===== config.mk =====
export PLATFORM = sky130hd
export DESIGN_NAME = song_sequencer
export DESIGN_NICKNAME = d
export VERILOG_FILES = /design/src/rtl/music_box_song_pkg.sv /design/src/rtl/song_sequencer_rom.sv /design/src/rtl/song_sequencer.sv
export SDC_FILE = /design/constraint.sdc
export NUM_CORES = 1
export LEC_CHECK = 0
export ABC_AREA = 1
export BUFFER_PORTS_ARGS = -buffer_cell sky130_fd_sc_hd__buf_2
export CORE_ASPECT_RATIO = 1.2
export CORE_MARGIN = 2
export CORE_UTILIZATION = 34
export DETAILED_ROUTE_END_ITERATION = 16
export PLACE_DENSITY_LB_ADDON = 0.1
export SLEW_MARGIN = 15
export SYNTH_ARGS = -nofsm -noshare
export SYNTH_HDL_FRONTEND = slang
export SYNTH_SLANG_ARGS = --single-unit

===== constraint.sdc =====
create_clock -name CLK_100hz -period 3.1 [get_ports CLK_100hz]
set_input_delay 0.465 -clock CLK_100hz [delete_from_list [all_inputs] [get_ports CLK_100hz]]
set_output_delay 0.465 -clock CLK_100hz [all_outputs]
set_load 0.1 [all_outputs]

===== src/rtl/music_box_song_pkg.sv =====
// Shared types, note codes and song contents for the music box sequencer.
// Table entries are 12 bits: [11:8] note code, [7:0] duration in ticks.
package music_box_song_pkg;

    localparam int SONG_AW  = 6;
    localparam int SONG_LEN = 2 ** SONG_AW;

    localparam logic [3:0] REST = 4'd0;
    localparam logic [3:0] END  = 4'd15;

    typedef enum logic [1:0] {
        IDLE,
        FETCH,
        PLAY,
        DONE
    } state_t;

    typedef logic [11:0] entry_t;
    typedef logic [SONG_LEN-1:0][11:0] song_t;

    function automatic logic [3:0] entry_code(input entry_t e);
        return e[11:8];
    endfunction

    function automatic logic [7:0] entry_dur(input entry_t e);
        return e[7:0];
    endfunction

    function automatic entry_t mk_entry(input logic [3:0] c,
                                        input logic [7:0] d);
        return {c, d};
    endfunction

    function automatic song_t build_song0();
        song_t s;
        for (int i = 0; i < SONG_LEN; i++)
            s[i] = mk_entry(END, 8'd0);
        s[0] = mk_entry(4'd3, 8'd4);
        s[1] = mk_entry(REST, 8'd2);
        s[2] = mk_entry(4'd5, 8'd1);
        s[3] = mk_entry(END, 8'd0);
        return s;
    endfunction

    // Song 1 fills the whole address space with no END marker.
    function automatic song_t build_song1();
        song_t s;
        for (int i = 0; i < SONG_LEN; i++)
            s[i] = mk_entry(4'(1 + (i % 14)), 8'd1);
        s[0] = mk_entry(4'd7, 8'd2);
        s[1] = mk_entry(4'd9, 8'd6);
        s[2] = mk_entry(4'd2, 8'd0);
        return s;
    endfunction

    localparam song_t SONG0 = build_song0();
    localparam song_t SONG1 = build_song1();

endpackage


===== src/rtl/song_sequencer_rom.sv =====
// Registered-output song table; the top bit of addr selects the song.
module song_rom
    import music_box_song_pkg::*;
#(
    parameter int ADDR_W = SONG_AW
) (
    input  logic          CLK_100hz,
    input  logic [ADDR_W:0] addr,
    output entry_t        entry
);

    always_ff @(posedge CLK_100hz) begin
        if (addr[ADDR_W])
            entry <= SONG1[addr[ADDR_W-1:0]];
        else
            entry <= SONG0[addr[ADDR_W-1:0]];
    end

endmodule


===== src/rtl/song_sequencer.sv =====
// Steps through a song table in 10 ms ticks, producing note code and gate.
// Outputs are registered from next-state values so they change on the edge.
module song_sequencer
    import music_box_song_pkg::*;
#(
    parameter int GAP_TICKS = 1,
    parameter int ADDR_W    = SONG_AW
) (
    input  logic              CLK_100hz,
    input  logic              systemReset_n,
    input  logic              start_n,
    input  logic              song_sel,
    input  logic              abort,
    output logic [3:0]        note_code,
    output logic              note_gate,
    output logic              playing,
    output logic              song_done,
    output logic [ADDR_W-1:0] note_index
);

    localparam logic [7:0] GAP = 8'(GAP_TICKS);

    state_t            state, state_n;
    logic              song, song_n;
    logic [ADDR_W-1:0] idx_n;
    logic [7:0]        cnt, cnt_n;
    logic [7:0]        dur, dur_n;
    logic [3:0]        code_n;
    logic              gate_n;
    logic              st1, st2, st3;
    logic              ab1, ab2;
    logic              start_edge;
    entry_t            rom_q;
    logic [7:0]        rom_dur;

    always_ff @(posedge CLK_100hz or negedge systemReset_n) begin
        if (!systemReset_n) begin
            st1 <= 1'b1;
            st2 <= 1'b1;
            st3 <= 1'b1;
            ab1 <= 1'b0;
            ab2 <= 1'b0;
        end else begin
            st1 <= start_n;
            st2 <= st1;
            st3 <= st2;
            ab1 <= abort;
            ab2 <= ab1;
        end
    end

    assign start_edge = st3 & ~st2;
    assign rom_dur    = entry_dur(rom_q);

    // Address the next state's entry so data is ready during FETCH.
    song_rom #(.ADDR_W(ADDR_W)) u_rom (
        .CLK_100hz(CLK_100hz),
        .addr     ({song_n, idx_n}),
        .entry    (rom_q)
    );

    always_comb begin
        state_n = state;
        song_n  = song;
        idx_n   = note_index;
        cnt_n   = cnt;
        dur_n   = dur;
        code_n  = note_code;
        unique case (state)
            IDLE: begin
                if (start_edge && !ab2) begin
                    state_n = FETCH;
                    song_n  = song_sel;
                    idx_n   = '0;
                end
            end
            FETCH: begin
                if (entry_code(rom_q) == END) begin
                    state_n = DONE;
                end else begin
                    state_n = PLAY;
                    cnt_n   = (rom_dur == 8'd0) ? 8'd1 : rom_dur;
                    dur_n   = cnt_n;
                    code_n  = entry_code(rom_q);
                end
            end
            PLAY: begin
                cnt_n = cnt - 8'd1;
                if (cnt == 8'd1) begin
                    if (note_index == {ADDR_W{1'b1}}) begin
                        state_n = DONE;
                    end else begin
                        state_n = FETCH;
                        idx_n   = note_index + 1'b1;
                    end
                end
            end
            DONE: begin
                state_n = IDLE;
                idx_n   = '0;
                cnt_n   = '0;
                dur_n   = '0;
                code_n  = REST;
            end
            default: state_n = IDLE;
        endcase
        if (ab2 && state != IDLE) begin
            state_n = IDLE;
            idx_n   = '0;
            cnt_n   = '0;
            dur_n   = '0;
            code_n  = REST;
        end
        gate_n = (state_n == PLAY) && (code_n != REST) &&
                 ((dur_n <= GAP) || (cnt_n > GAP));
    end

    always_ff @(posedge CLK_100hz or negedge systemReset_n) begin
        if (!systemReset_n) begin
            state      <= IDLE;
            song       <= 1'b0;
            note_index <= '0;
            cnt        <= '0;
            dur        <= '0;
            note_code  <= REST;
            note_gate  <= 1'b0;
            playing    <= 1'b0;
            song_done  <= 1'b0;
        end else begin
            state      <= state_n;
            song       <= song_n;
            note_index <= idx_n;
            cnt        <= cnt_n;
            dur        <= dur_n;
            note_code  <= code_n;
            note_gate  <= gate_n;
            playing    <= (state_n != IDLE);
            song_done  <= (state_n == DONE);
        end
    end

endmodule


-- Word-level counts from Yosys, hierarchy flattened
Memory sizes are Yosys's and may differ from the RTL's.
Index checks and enable logic that the tools add are counted.
- output and inout bits: 13
- bits in read-only memories: 1536
- register bits: 49
- bits of input ports: 5
- word-level logic and storage cells: 69
- memories kept: 2
- memory list (memory ; depth ; width ; rd ports ; clocked after Yosys merged registers in ; wr ports ; line ; RTL):
    (no name shown) ; 64 ; 12 ; 1 ; 0 ; 0 ; song_sequencer_rom.sv:14 ; entry <= SONG1[addr[ADDR_W-1:0]];
    (no name shown) ; 64 ; 12 ; 1 ; 0 ; 0 ; song_sequencer_rom.sv:16 ; entry <= SONG0[addr[ADDR_W-1:0]];
- reduce and logical (&&, ||, !) cells: 11
- equality and inequality tests: 8
- multiplexer cells: 26
- $lt $le $gt $ge: 3
- bitwise gates (word level): 2
- add/sub/neg operators: 2
- operators with widths (cell ; number):
    two-way mux 8 bit ; 5
    two-way mux 12 bit ; 3
    two-way mux 6 bit ; 4
    case mux 8 bit (3 select lines) ; 1
    case mux 6 bit (3 select lines) ; 1
    case mux 8 bit (2 select lines) ; 1
    == test 2 bit, second input constant ; 4
    == test 8 x 1 -> 1 bit, second input constant ; 1
    > comparator 8 x 1 -> 1 bit, second input constant ; 1
    less-or-equal comparator 8 x 1 -> 1 bit, second input constant ; 1
    logical NOT 8 bit ; 1
    two-way mux 2 bit ; 4
    two-way mux 4 bit ; 2
    case mux 2 bit (4 select lines) ; 1
    case mux 4 bit (2 select lines) ; 1
    subtractor 8 x 1 -> 8 bit, second input constant ; 1
    < comparator 6 x 7 -> 1 bit, second input constant ; 1
    adder 6 x 1 -> 6 bit, second input constant ; 1
    == test 6 bit, second input constant ; 1
    == test 4 bit, second input constant ; 1
    logical AND 1 bit ; 4
    nonzero test 2 bit ; 2
    nonzero test 4 bit ; 1
    two-way mux 1 bit ; 3
    6 further kinds ; 6

-- Depth between registers and ports, before layout
Gate-level depths: netlist (run 1).
- depth in word-level cells: 9
- depth in mapped cells: 22
- mapped depth without buffers: 22

-- Modules after synthesis
Synthesis (run 1) repeated with hierarchy kept, for this count alone.
- cell total of the unflattened synthesis: 434
- area, all modules: 2897.8 um2
- by module, submodules not included (module ; cells an instance ; times used ; area each (um2) ; sequential area each (um2)):
    song_sequencer ; 305 ; 1 ; 2128.3 ; 904.6
    song_rom ; 129 ; 1 ; 769.5 ; 140.1

-- Worst setup path after synthesis (run 1)
No wires, ideal clock.
- kind: register -> register
- from: register note_index[0]
- to: register u_rom.entry[10]
- buffers on the path: 0
- setup slack: 0.011 ns
- required time: 2.987 ns
- library setup time: 0.113 ns
- period minus slack after synthesis: 3.089 ns
- cell stages (with the launch flop): 20
- data arrival time: 2.976 ns
- cells stage by stage: dfrtp_1 -> ha_1 -> nand2_1 -> clkinv_1 -> nand3_2 -> nand2_2 -> nand2_2 -> nand2_1 -> nand2_1 -> nand2_1 -> nand2_2 -> ha_1 -> nand2_1 -> nand2_1 -> nand2_1 -> nor2_1 -> nor2_1 -> nand3_1 -> nor2_1 -> nor2_1
- cells in the longest elaborated chain, start to end: 8
- elaborated cells on any way between the ends: 12
- classes of those cells: add/sub: 1; eq/ne: 1; mux: 8; memory: 2
- RTL lines (element ; line ; RTL):
    start, declared ; song_sequencer.sv:18 ; output logic [ADDR_W-1:0] note_index
    start signal, assigned ; song_sequencer.sv:132 ; note_index <= idx_n;
    adder 6 x 1 -> 6 bit / == test 6 bit (equally long branches) ; song_sequencer.sv:94, song_sequencer.sv:90 ;
    two-way mux 6 bit ; song_sequencer.sv:90 ; if (note_index == {ADDR_W{1'b1}}) begin
    two-way mux 6 bit ; song_sequencer.sv:89 ; if (cnt == 8'd1) begin
    case mux 6 bit (3 select lines) * ; song_sequencer.sv:69 ; unique case (state)
    two-way mux 6 bit * ; song_sequencer.sv:107 ; if (ab2 && state != IDLE) begin
    memory read (64 x 12 bit) (on tied branches) ; n/a ;
    two-way mux 12 bit (on tied branches) ; song_sequencer_rom.sv:16, song_sequencer_rom.sv:14 ;
    two-way mux 12 bit * ; song_sequencer_rom.sv:13 ; if (addr[ADDR_W])
    end signal, assigned ; song_sequencer_rom.sv:14 ;
    end signal, assigned ; song_sequencer_rom.sv:16 ;
    end, declared ; song_sequencer_rom.sv:9 ; output entry_t entry
Every way passes the cells marked *; elsewhere a longest branch is shown, timed or not. The select of a mux whose other input is x is not followed.

-- Worst setup path after layout (run 1)
- from: register note_index[0]
- to: register u_rom.entry[9]
- cells in the longest elaborated chain, start to end: 8
- elaborated cells on any way between the ends: 12
- classes of those cells: add/sub: 1; eq/ne: 1; mux: 8; memory: 2
- RTL lines (element ; line ; RTL):
    adder 6 x 1 -> 6 bit / == test 6 bit (equally long branches) ; song_sequencer.sv:94, song_sequencer.sv:90 ;
    two-way mux 6 bit ; song_sequencer.sv:90 ;
    two-way mux 6 bit ; song_sequencer.sv:89 ;
    case mux 6 bit (3 select lines) * ; song_sequencer.sv:69 ;
    two-way mux 6 bit * ; song_sequencer.sv:107 ;
    named net idx_n[0] ; song_sequencer.sv:25 ; logic [ADDR_W-1:0] idx_n;
    memory read (64 x 12 bit) (on tied branches) ; n/a ;
    two-way mux 12 bit (on tied branches) ; song_sequencer_rom.sv:16, song_sequencer_rom.sv:14 ;
    two-way mux 12 bit * ; song_sequencer_rom.sv:13 ;
Mark *: on every way through the listed nets, which the timed path passes. The rest lies on a longest branch. The select of a mux whose other input is x is not followed.

==> flow_metrics.py, run 1 <==
metrics = {
    "logic_synthesis": {
        "synthTopCellsByCount": "nand2_1 (116), inv_1 (45), nor2_1 (43)",
        "syn_avg_cell_area_um2": 7.01,
        "synthArstFlopShare_pct": 83.7,
        "ys_top_cells_by_area": "dfrtp_1 (30%), nand2_1 (16%), inv_1 (6.2%)",
        "syn_area_um2": 2730,
        "ys_seq_elements": 43,
        "synth_top_area_share_pct": 30.2,
        "synth_cell_types": 40,
        "synth-edff-count": 0,
        "synth-seq-area-share_pct": 38.2,
        "yosysMostFrequentCell": "nand2_1",
        "ys.flop_type": "dfrtp_1",
        "yosysWarnings": 0,
        "yosys.area.top_type": "dfrtp_1",
        "synthCells": 390,
        "syn_nets": 404,
    },
    "worst_setup_path": {
        "worstPathArrival_ns": 2.92,
        "reg2reg_depth": 18,
        "worst-path-max-fanout": 8,
        "worstSetupPathType": "reg -> reg",
        "critical_path.startpoint_type": "flip-flop",
        "end_kind": "flip-flop",
        "critPathRequiredTime_ns": 3.27,
    },
    "cts": {
        "cts_hold_buf": 0,
        "cts_max_level": 2,
        "cts_tree": "built",
        "clk_pin_slew_ns": 0.09,
        "insertion_delay_ns": 0.29,
        "cts_resized": 0,
        "clock_path_buffers": 2,
        "cts.sinks": 43,
        "root_buffer": "clkbuf_8",
        "cts_setup_buffers": 0,
        "numCtsBuffers": 5,
    },
    "global_routing": {
        "overflow": 0,
        "grt_pass1_wl_um": 11800,
        "grt_pass1_vias": 2439,
        "track_usage_pct": 17.1,
        "grt_antenna_before_repair": 0,
        "grt_max_degree": 37,
    },
    "outcome": {
        "status": "finished clean",
    },
    "timing": {
        "worst_slack_ns": 0.344,
        "finalSetupViolCount": 0,
        "slew_headroom_pct": 45.8,
        "worst_pin_slew_ns": 0.812,
        "worst_clock_skew_ns": 0.0122,
        "finalMaxSlewViolations": 0,
        "fin_crit_sh_pct": 88.9,
        "rsz0062_at_grt": "no",
        "fin_tns_setup_ns": 0,
        "whs_ns": 0.255,
        "fin_crit_ns": 2.76,
        "timing.fmax_ghz": 0.363,
        "hold_viol": 0,
    },
    "floorplan": {
        "fp.dieH_um": 102,
        "start_util_pct": 35.3,
        "dieArea_um2": 8780,
        "rows": 35,
        "ios": 18,
        "die_width_um": 85.9,
        "coreArea_um2": 7750,
    },
    "final_layout": {
        "area_growth_pct": 9.52,
        "fin_area_um2": 2990,
        "final_nets": 423,
        "nFillCells": 852,
        "final_util_pct": 38.6,
        "antenna_cells": 0,
        "drive_above_1_share_pct": 14.6,
    },
    "run": {
        "drv_cap": 0,
    },
    "detailed_routing": {
        "ant_nets": 0,
        "drt_wl_total_um": 6870,
        "viasPerCell": 4.95,
        "wl_per_cell_um": 13.7,
        "vias": 2483,
        "dr.pass1.iters": 7,
        "drt_iter0_markers": 48,
        "drc": 0,
    },
    "power_and_ir_drop": {
        "p_leak_nw": 1.66,
        "vdd.ir_drop.worst_uv": 299,
        "power.density_nw_per_um2": 841,
    },
    "place": {
        "numPortBuffers": 17,
        "place_congestion": 0.897,
        "dp_hpwl_um": 5180,
        "place_area_um2": 2890,
        "dpl_worst_slack_ns": 0.392,
    },
    "hold_path": {
        "hold_path.class": "in -> async",
    },
}
[metrics by stage]
step	std cells	power, W
final	502	0.00252
after global routing	502	0.00274
after CTS	502	0.00254
after detailed placement	494	0.00210
after global placement	494	0.00211
after floorplan	390	0.00184
[path summary, 6_finish.rpt]
check | from | end | slack (ns)
setup reg to reg | note_index[0]$_DFF_PN0_ | u_rom.entry[9]$_DFF_P_ | 0.34
max in group asynchronous | systemReset_n | note_code[1]$_DFF_PN0_ | 2.33
min in group CLK_100hz | start_n | st1$_DFF_PN1_ | 0.27
hold / removal | systemReset_n | cnt[6]$_DFF_PN0_ | 0.26
hold reg to reg | st1$_DFF_PN1_ | st2$_DFF_PN1_ | 0.35
setup / recovery | note_index[0]$_DFF_PN0_ | u_rom.entry[9]$_DFF_P_ | 0.34
[worst max-delay path, stage by stage, from the launching register on]
cell	delay, ns
dfrtp_1	0.46
ha_1	0.25
nand2_1	0.12
clkinv_1	0.11
nand3_2	0.14
nand2_2	0.08
nand3_1	0.07
nand3_1	0.07
nand2_1	0.20
inv_1	0.16
ha_1	0.37
inv_1	0.10
nand3_1	0.10
nand2_1	0.11
nand2_1	0.05
nand2_1	0.06
nand2_1	0.05
nand3_1	0.08
a21oi_1	0.07
[routing by layer]
| metal | GRT usage (%) | share of wire (%) |
|---|---|---|
| met1 | 20.1 | 44 |
| met2 | 31.0 | 51 |
| met3 | 2.18 | 2.8 |
| met4 | 7.57 | 3.1 |
| met5 | 0 | 0 |
[where the power goes]
part	switching [W]	leakage, nW	internal, W
registers	0.000115	0.531	0.000698
logic	0.000935	1.08	0.000340
clock network	0.000190	0.0524	0.000241
[cell usage in the layout (no fill, tap or decap), drive strengths merged, types with 2 or more instances in the layout]
| master | count |
|---|---|
| buf | 19 |
| ha | 9 |
| dfxtp | 7 |
| o211ai | 2 |
| nor2 | 51 |
| o22ai | 2 |
| a21oi | 10 |
| nand3 | 35 |
| nand2 | 124 |
| dfrtp | 33 |
| nor3 | 10 |
| a21boi | 2 |
| o21ai | 20 |
| dfstp | 3 |
| inv | 56 |
| clkbuf | 7 |
| nand4 | 11 |
[area by class of cell]
class                      count  area [um^2]  area share, %
timing repair buffer          19          100           3.34
clock buffer                   7         76.3           2.55
inverter                      57          216           7.23
clock inverter                 1         30.0           1.00
sequential                    43         1040           34.9
tap                           92          115           3.84
multi-input combinational    283         1410           47.1
[kinds of logic (layout without fill, tap and decap cells)]
| family | after synthesis | after routing | share of synthesized area [%] |
|---|---|---|---|
| and+or+nand+nor | 231 | 231 | 38.1 |
| buffers and inverters | 64 | 84 | 10.2 |
| DFF | 43 | 43 | 38.2 |
| AOI/OAI and AO/OA | 42 | 42 | 9.06 |
| adders and majority gates | 9 | 9 | 4.12 |
| xor gates and xnor gates | 1 | 1 | 0.320 |
[registers in the layout (all words and copies together), names as in the netlist]
register	count
note_code	4
cnt	8
state	2
song_done	1
st2	1
st3	1
note_index	6
dur	7
st1	1
ab2	1
note_gate	1
playing	1
song	1
u_rom.entry	7
ab1	1
Note: power is estimated with default switching activity, not from simulation.
==> run 2, diff against run 1 <==
PLACE_DENSITY = 0.59   (was default)
PLACE_DENSITY_LB_ADDON = default   (was 0.1)
==> flow_metrics.py, run 2 (synthesized netlist as in run 1, its figures left out) <==
metrics = {
    "outcome": {
        "status": "finished, violations left",
        "violations": "DRC",
    },
    "cts": {
        "cts_setup_buffers": 0,
        "cts.sinks": 43,
        "insertion_delay_ns": 0.31,
        "clk_pin_slew_ns": 0.09,
        "cts_hold_buf": 0,
        "clock_path_buffers": 2,
        "cts_tree": "built",
        "root_buffer": "clkbuf_8",
        "numCtsBuffers": 5,
        "cts_resized": 0,
        "cts_max_level": 2,
    },
    "timing": {
        "rsz0062_at_grt": "no",
        "slew_headroom_pct": 42.0,
        "finalMaxSlewViolations": 0,
        "worst_pin_slew_ns": 0.870,
        "fin_crit_sh_pct": 90.8,
        "worst_clock_skew_ns": 0.00976,
        "timing.fmax_ghz": 0.355,
        "fin_crit_ns": 2.81,
        "fin_tns_setup_ns": 0,
        "worst_slack_ns": 0.285,
        "finalSetupViolCount": 0,
        "hold_viol": 0,
    },
    "worst_setup_path": {
        "critical_path.startpoint_type": "flip-flop",
        "worstSetupPathType": "reg -> reg",
        "end_kind": "flip-flop",
        "cpMaxStageDelayCell": "dfrtp_1",
        "path_cells": "ha_1 > nand2_1 > clkinv_1 > nand3_2 > nand2_2 > nand3_1 > nand3_1 > nand2_1 > inv_1 > ha_1 > inv_1 > nand3_1 > nand2_1 > nand2_1 > nand2_1 > nand2_1 > nand3_1 > a21oi_1",
        "path_delay_family": "simple AND/OR/NAND/NOR gates",
        "critPathBufInv": 3,
        "critPathRequiredTime_ns": 3.34,
        "worst-path-max-fanout": 8,
        "worstPathArrival_ns": 3.06,
        "cpPeakStageDelay_ns": 0.46,
        "cpMostUsedCell": "nand2_1",
    },
    "place": {
        "dp_hpwl_um": 5000,
        "numPortBuffers": 17,
        "dpl_worst_slack_ns": 0.312,
        "place_congestion": 0.928,
    },
    "final_layout": {
        "final_nets": 423,
        "final_common_cell": "nand2_1",
        "nFillCells": 798,
        "final_cell_mix": "nand2_1 (116), inv_1 (45), nor2_1 (43)",
        "largest_reg_flops": 8,
        "drive_above_1_share_pct": 15.1,
        "multiInputGateArea_um2": 1410,
        "largest-register": "cnt",
        "seqCellArea_um2": 1040,
        "reg_top3": "cnt (8), dur (7), u_rom.entry (7)",
        "antenna_cells": 0,
        "area_growth_pct": 9.11,
    },
    "detailed_routing": {
        "dr.pass1.iters": 11,
        "drt_wl_total_um": 6760,
        "wl_per_cell_um": 13.5,
        "viasPerCell": 5.00,
        "drt_iter0_markers": 128,
        "ant_nets": 0,
        "drc": 1,
        "vias": 2512,
    },
    "global_routing": {
        "grt_pass1_vias": 2464,
        "overflow": 0,
        "grt_pass1_wl_um": 11400,
        "grt_antenna_before_repair": 0,
        "track_usage_pct": 16.4,
        "grt_max_degree": 37,
    },
    "floorplan": {
        "start_util_pct": 35.3,
        "dieArea_um2": 8780,
        "rows": 35,
        "coreArea_um2": 7750,
        "die_width_um": 85.9,
        "fp.dieH_um": 102,
        "ios": 18,
    },
    "hold_path": {
        "hold_path.class": "in -> async",
    },
    "run": {
        "drv_cap": 0,
    },
    "power_and_ir_drop": {
        "p_leak_nw": 1.66,
        "vdd.ir_drop.worst_uv": 220,
        "power.density_nw_per_um2": 829,
    },
}
-- run 2: changes by cell type in the layout (fill, tap and decap cells not counted) --
cell / before / now
bufinv_16: 1 / 0
clkbuf_1: 2 / 0
inv_6: 0 / 3
-- run 2: power by group --
group          internal [W]  switching (W)  total, W  leakage [nW]
clock network      0.000167       0.000220  0.000387        0.0495
logic              0.000339       0.000936   0.00128          1.08
registers          0.000697       0.000114  0.000811         0.531
-- run 2: final timing paths --
check	start	end	slack (ns)	cells past startpoint
worst max-delay path	note_index[0]$_DFF_PN0_	u_rom.entry[9]$_DFF_P_	0.29	18
worst min-delay path	systemReset_n	note_index[4]$_DFF_PN0_	0.25	1
worst max register to register	note_index[0]$_DFF_PN0_	u_rom.entry[9]$_DFF_P_	0.29	18
worst min register to register	st1$_DFF_PN1_	st2$_DFF_PN1_	0.36	0
max in group asynchronous	systemReset_n	ab2$_DFF_PN0_	2.29	1
min in group CLK_100hz	start_n	st1$_DFF_PN1_	0.26	1
-- run 2: area by class of cell --
cell class                 count  share of cell area (%)
clock inverter                 3                   0.881
tap                           92                    3.86
timing repair buffer          19                    3.36
clock buffer                   5                    2.31
multi-input combinational    283                    47.3
sequential                    43                    35.0
inverter                      57                    7.26
-- run 2: worst reg2reg max path: cells and delay by family (launching register included) --
kind                       cells  cell delay (ns)
and+or+nand+nor               12             1.14
AOI/OAI and AO/OA              1             0.15
adders and majority gates      2             0.64
buffers and inverters          3             0.35
DFF                            1             0.46
-- run 2: through the flow --
step	instance area (um^2)	util (%)	hold slack [ns]	std cells	power [W]
6_report	2980	38.5	0.252	502	0.00247
3_5_place_dp	2890	37.3	0.342	494	0.00209
2_1_floorplan	2730	-	0.169	390	0.00184
4_1_cts	2980	38.5	0.255	502	0.00249
3_3_place_gp	2890	37.3	0.347	494	0.00209
5_1_grt	2980	38.5	0.249	502	0.00267
-- run 2: metal layers --
| layer | vias up | global-route usage [%] | part of all wire, % |
|---|---|---|---|
| met4 | 0 | 7.57 | 3.1 |
| met1 | 1145 | 20.4 | 45 |
| met3 | 16 | 3.55 | 4.6 |
| met2 | 64 | 27.4 | 48 |
| li1 | 1287 | - | - |
| met5 | - | 0 | 0 |
==> run 3, diff against run 2 <==
CORE_UTILIZATION = 45   (was 34)
PLACE_DENSITY = 0.71   (was 0.59)
clock period = 3.45 ns   (was 3.1 ns; I/O delays follow)
==> flow_metrics.py, run 3 (synthesized netlist as in run 1, its figures left out) <==
metrics = {
    "final_layout": {
        "area_growth_pct": 8.01,
        "final_common_cell": "nand2_1",
        "largest-register": "cnt",
        "final_cells": 491,
        "nFillCells": 612,
        "final_cell_mix": "nand2_1 (116), inv_1 (45), nor2_1 (43)",
        "final_nets": 422,
        "drive_above_1_share_pct": 14.7,
        "antenna_cells": 0,
        "largest_reg_flops": 8,
        "multiInputGateArea_um2": 1410,
        "reg_top3": "cnt (8), dur (7), u_rom.entry (7)",
        "seqCellArea_um2": 1040,
    },
    "global_routing": {
        "grt.met2_usage_pct": 34.8,
        "overflow": 0,
        "grt_pass1_wl_um": 11000,
        "busiest_layer": "met2",
        "grt_pass1_vias": 2447,
        "grt_max_degree": 37,
        "track_usage_pct": 20.8,
        "gr-usage-met3_pct": 3.83,
        "use_met1_pct": 26.8,
        "grt_antenna_before_repair": 0,
    },
    "hold_path": {
        "hold_path.class": "in -> async",
    },
    "floorplan": {
        "rows": 31,
        "start_util_pct": 45.8,
        "die_width_um": 75.2,
        "dieArea_um2": 6720,
        "coreArea_um2": 5970,
        "ios": 18,
        "fp.dieH_um": 89.4,
    },
    "detailed_routing": {
        "drc": 0,
        "viasPerCell": 5.18,
        "ant_nets": 0,
        "drt_wl_total_um": 6190,
        "wl_per_cell_um": 12.6,
        "drt_iter0_markers": 156,
        "vias": 2541,
        "dr.pass1.iters": 5,
    },
    "worst_setup_path": {
        "worst-path-max-fanout": 17,
        "reg2reg_to": "u_rom.entry[9]$_DFF_P_",
        "worstSetupPathType": "reg -> reg",
        "end_kind": "flip-flop",
        "reg2reg_depth": 14,
        "critPathRequiredTime_ns": 3.68,
        "reg2reg_slack_ns": 0.65,
        "critical_path.startpoint_type": "flip-flop",
        "regToRegStartpoint": "state[1]$_DFF_PN0_",
        "worstPathArrival_ns": 3.03,
    },
    "timing": {
        "timing.fmax_ghz": 0.357,
        "fin_crit_ns": 2.80,
        "finalSetupViolCount": 0,
        "rsz0062_at_grt": "no",
        "finalMaxSlewViolations": 0,
        "fin_tns_setup_ns": 0,
        "worst_clock_skew_ns": 0.0154,
        "fin_crit_sh_pct": 81.2,
        "slew_headroom_pct": 46.6,
        "hold_viol": 0,
        "worst_pin_slew_ns": 0.800,
    },
    "cts": {
        "numCtsBuffers": 5,
        "cts_tree": "built",
        "cts_hold_buf": 0,
        "insertion_delay_ns": 0.30,
        "cts_max_level": 2,
        "cts.sinks": 43,
        "clk_pin_slew_ns": 0.09,
        "clock_path_buffers": 2,
        "cts_setup_buffers": 0,
        "root_buffer": "clkbuf_8",
        "cts_resized": 0,
    },
    "place": {
        "dp_hpwl_um": 4670,
        "place_congestion": 0.985,
        "placedCellCount": 483,
        "numPortBuffers": 17,
    },
    "power_and_ir_drop": {
        "vdd.ir_drop.worst_uv": 229,
        "p_leak_nw": 1.65,
        "power.density_nw_per_um2": 739,
    },
    "outcome": {
        "status": "finished clean",
    },
    "run": {
        "drv_cap": 0,
    },
}
## run 3: cell count changes in the layout (fill, tap and decap cells not counted)
cell	change
clkinvlp_4	+1
inv_6	-3
clkbuf_1	+1
buf_4	-1
clkinv_2	+1
## run 3: report_power, final
| part | switching [W] | internal [W] | total [W] |
|---|---|---|---|
| logic | 0.000831 | 0.000304 | 0.00114 |
| registers | 0.000105 | 0.000627 | 0.000732 |
| clock network | 0.000173 | 0.000142 | 0.000315 |
| total | 0.00111 | 0.00107 | 0.00218 |
## run 3: through the flow
stage	setup WS (ns)	hold slack (ns)	util [%]	instance area [um^2]	power (W)
3_3_place_gp	0.726	0.346	48.0	2870	0.00186
4_1_cts	0.677	0.317	49.4	2950	0.00219
6_report	0.647	0.303	49.4	2950	0.00218
2_1_floorplan	0.361	0.222	-	2730	0.00165
3_5_place_dp	0.704	0.347	48.0	2870	0.00187
5_1_grt	0.379	0.308	49.4	2950	0.00237
## run 3: cell type report
class | instances | share of cell area [%]
clock buffers | 6 | 2.46
repair buffers | 18 | 3.14
multi-input cells | 283 | 47.8
flip-flops and latches | 43 | 35.4
well taps | 82 | 3.47
inverters | 57 | 7.33
clock inverters | 2 | 0.424
## run 3: metal layers
layer	vias to the layer above	wire length [um]
li1	1278	-
met1	1157	2660
met2	90	3080
met3	16	326
met4	0	115
met5	-	0
## run 3: worst max path at each step
| stage | cells past startpoint | to | slack (ns) | start |
|---|---|---|---|---|
| final | 14 | u_rom.entry[9]$_DFF_P_ | 0.65 | state[1]$_DFF_PN0_ |
| after global routing | 15 | u_rom.entry[9]$_DFF_P_ | 0.38 | state[1]$_DFF_PN0_ |
| after CTS | 14 | u_rom.entry[9]$_DFF_P_ | 0.68 | state[1]$_DFF_PN0_ |
| after detailed placement | 15 | u_rom.entry[9]$_DFF_P_ | 0.70 | state[1]$_DFF_PN0_ |
| after global placement | 21 | u_rom.entry[10]$_DFF_P_ | 0.73 | note_index[0]$_DFF_PN0_ |
| after floorplan | 19 | u_rom.entry[10]$_DFF_P_ | 0.36 | note_index[0]$_DFF_PN0_ |
## run 3: critical path: stages (launching register included)
cell and delay (ns):
dfrtp_1 0.50, nor2_2 0.12, nor2_2 0.46, inv_4 0.19, nand2_1 0.27, inv_1 0.16, ha_1 0.37, inv_1 0.07
nand3_1 0.10, nand2_1 0.08, nand2_1 0.07, nand2_1 0.06, nand2_1 0.06, nand3_1 0.08, a21oi_1 0.15
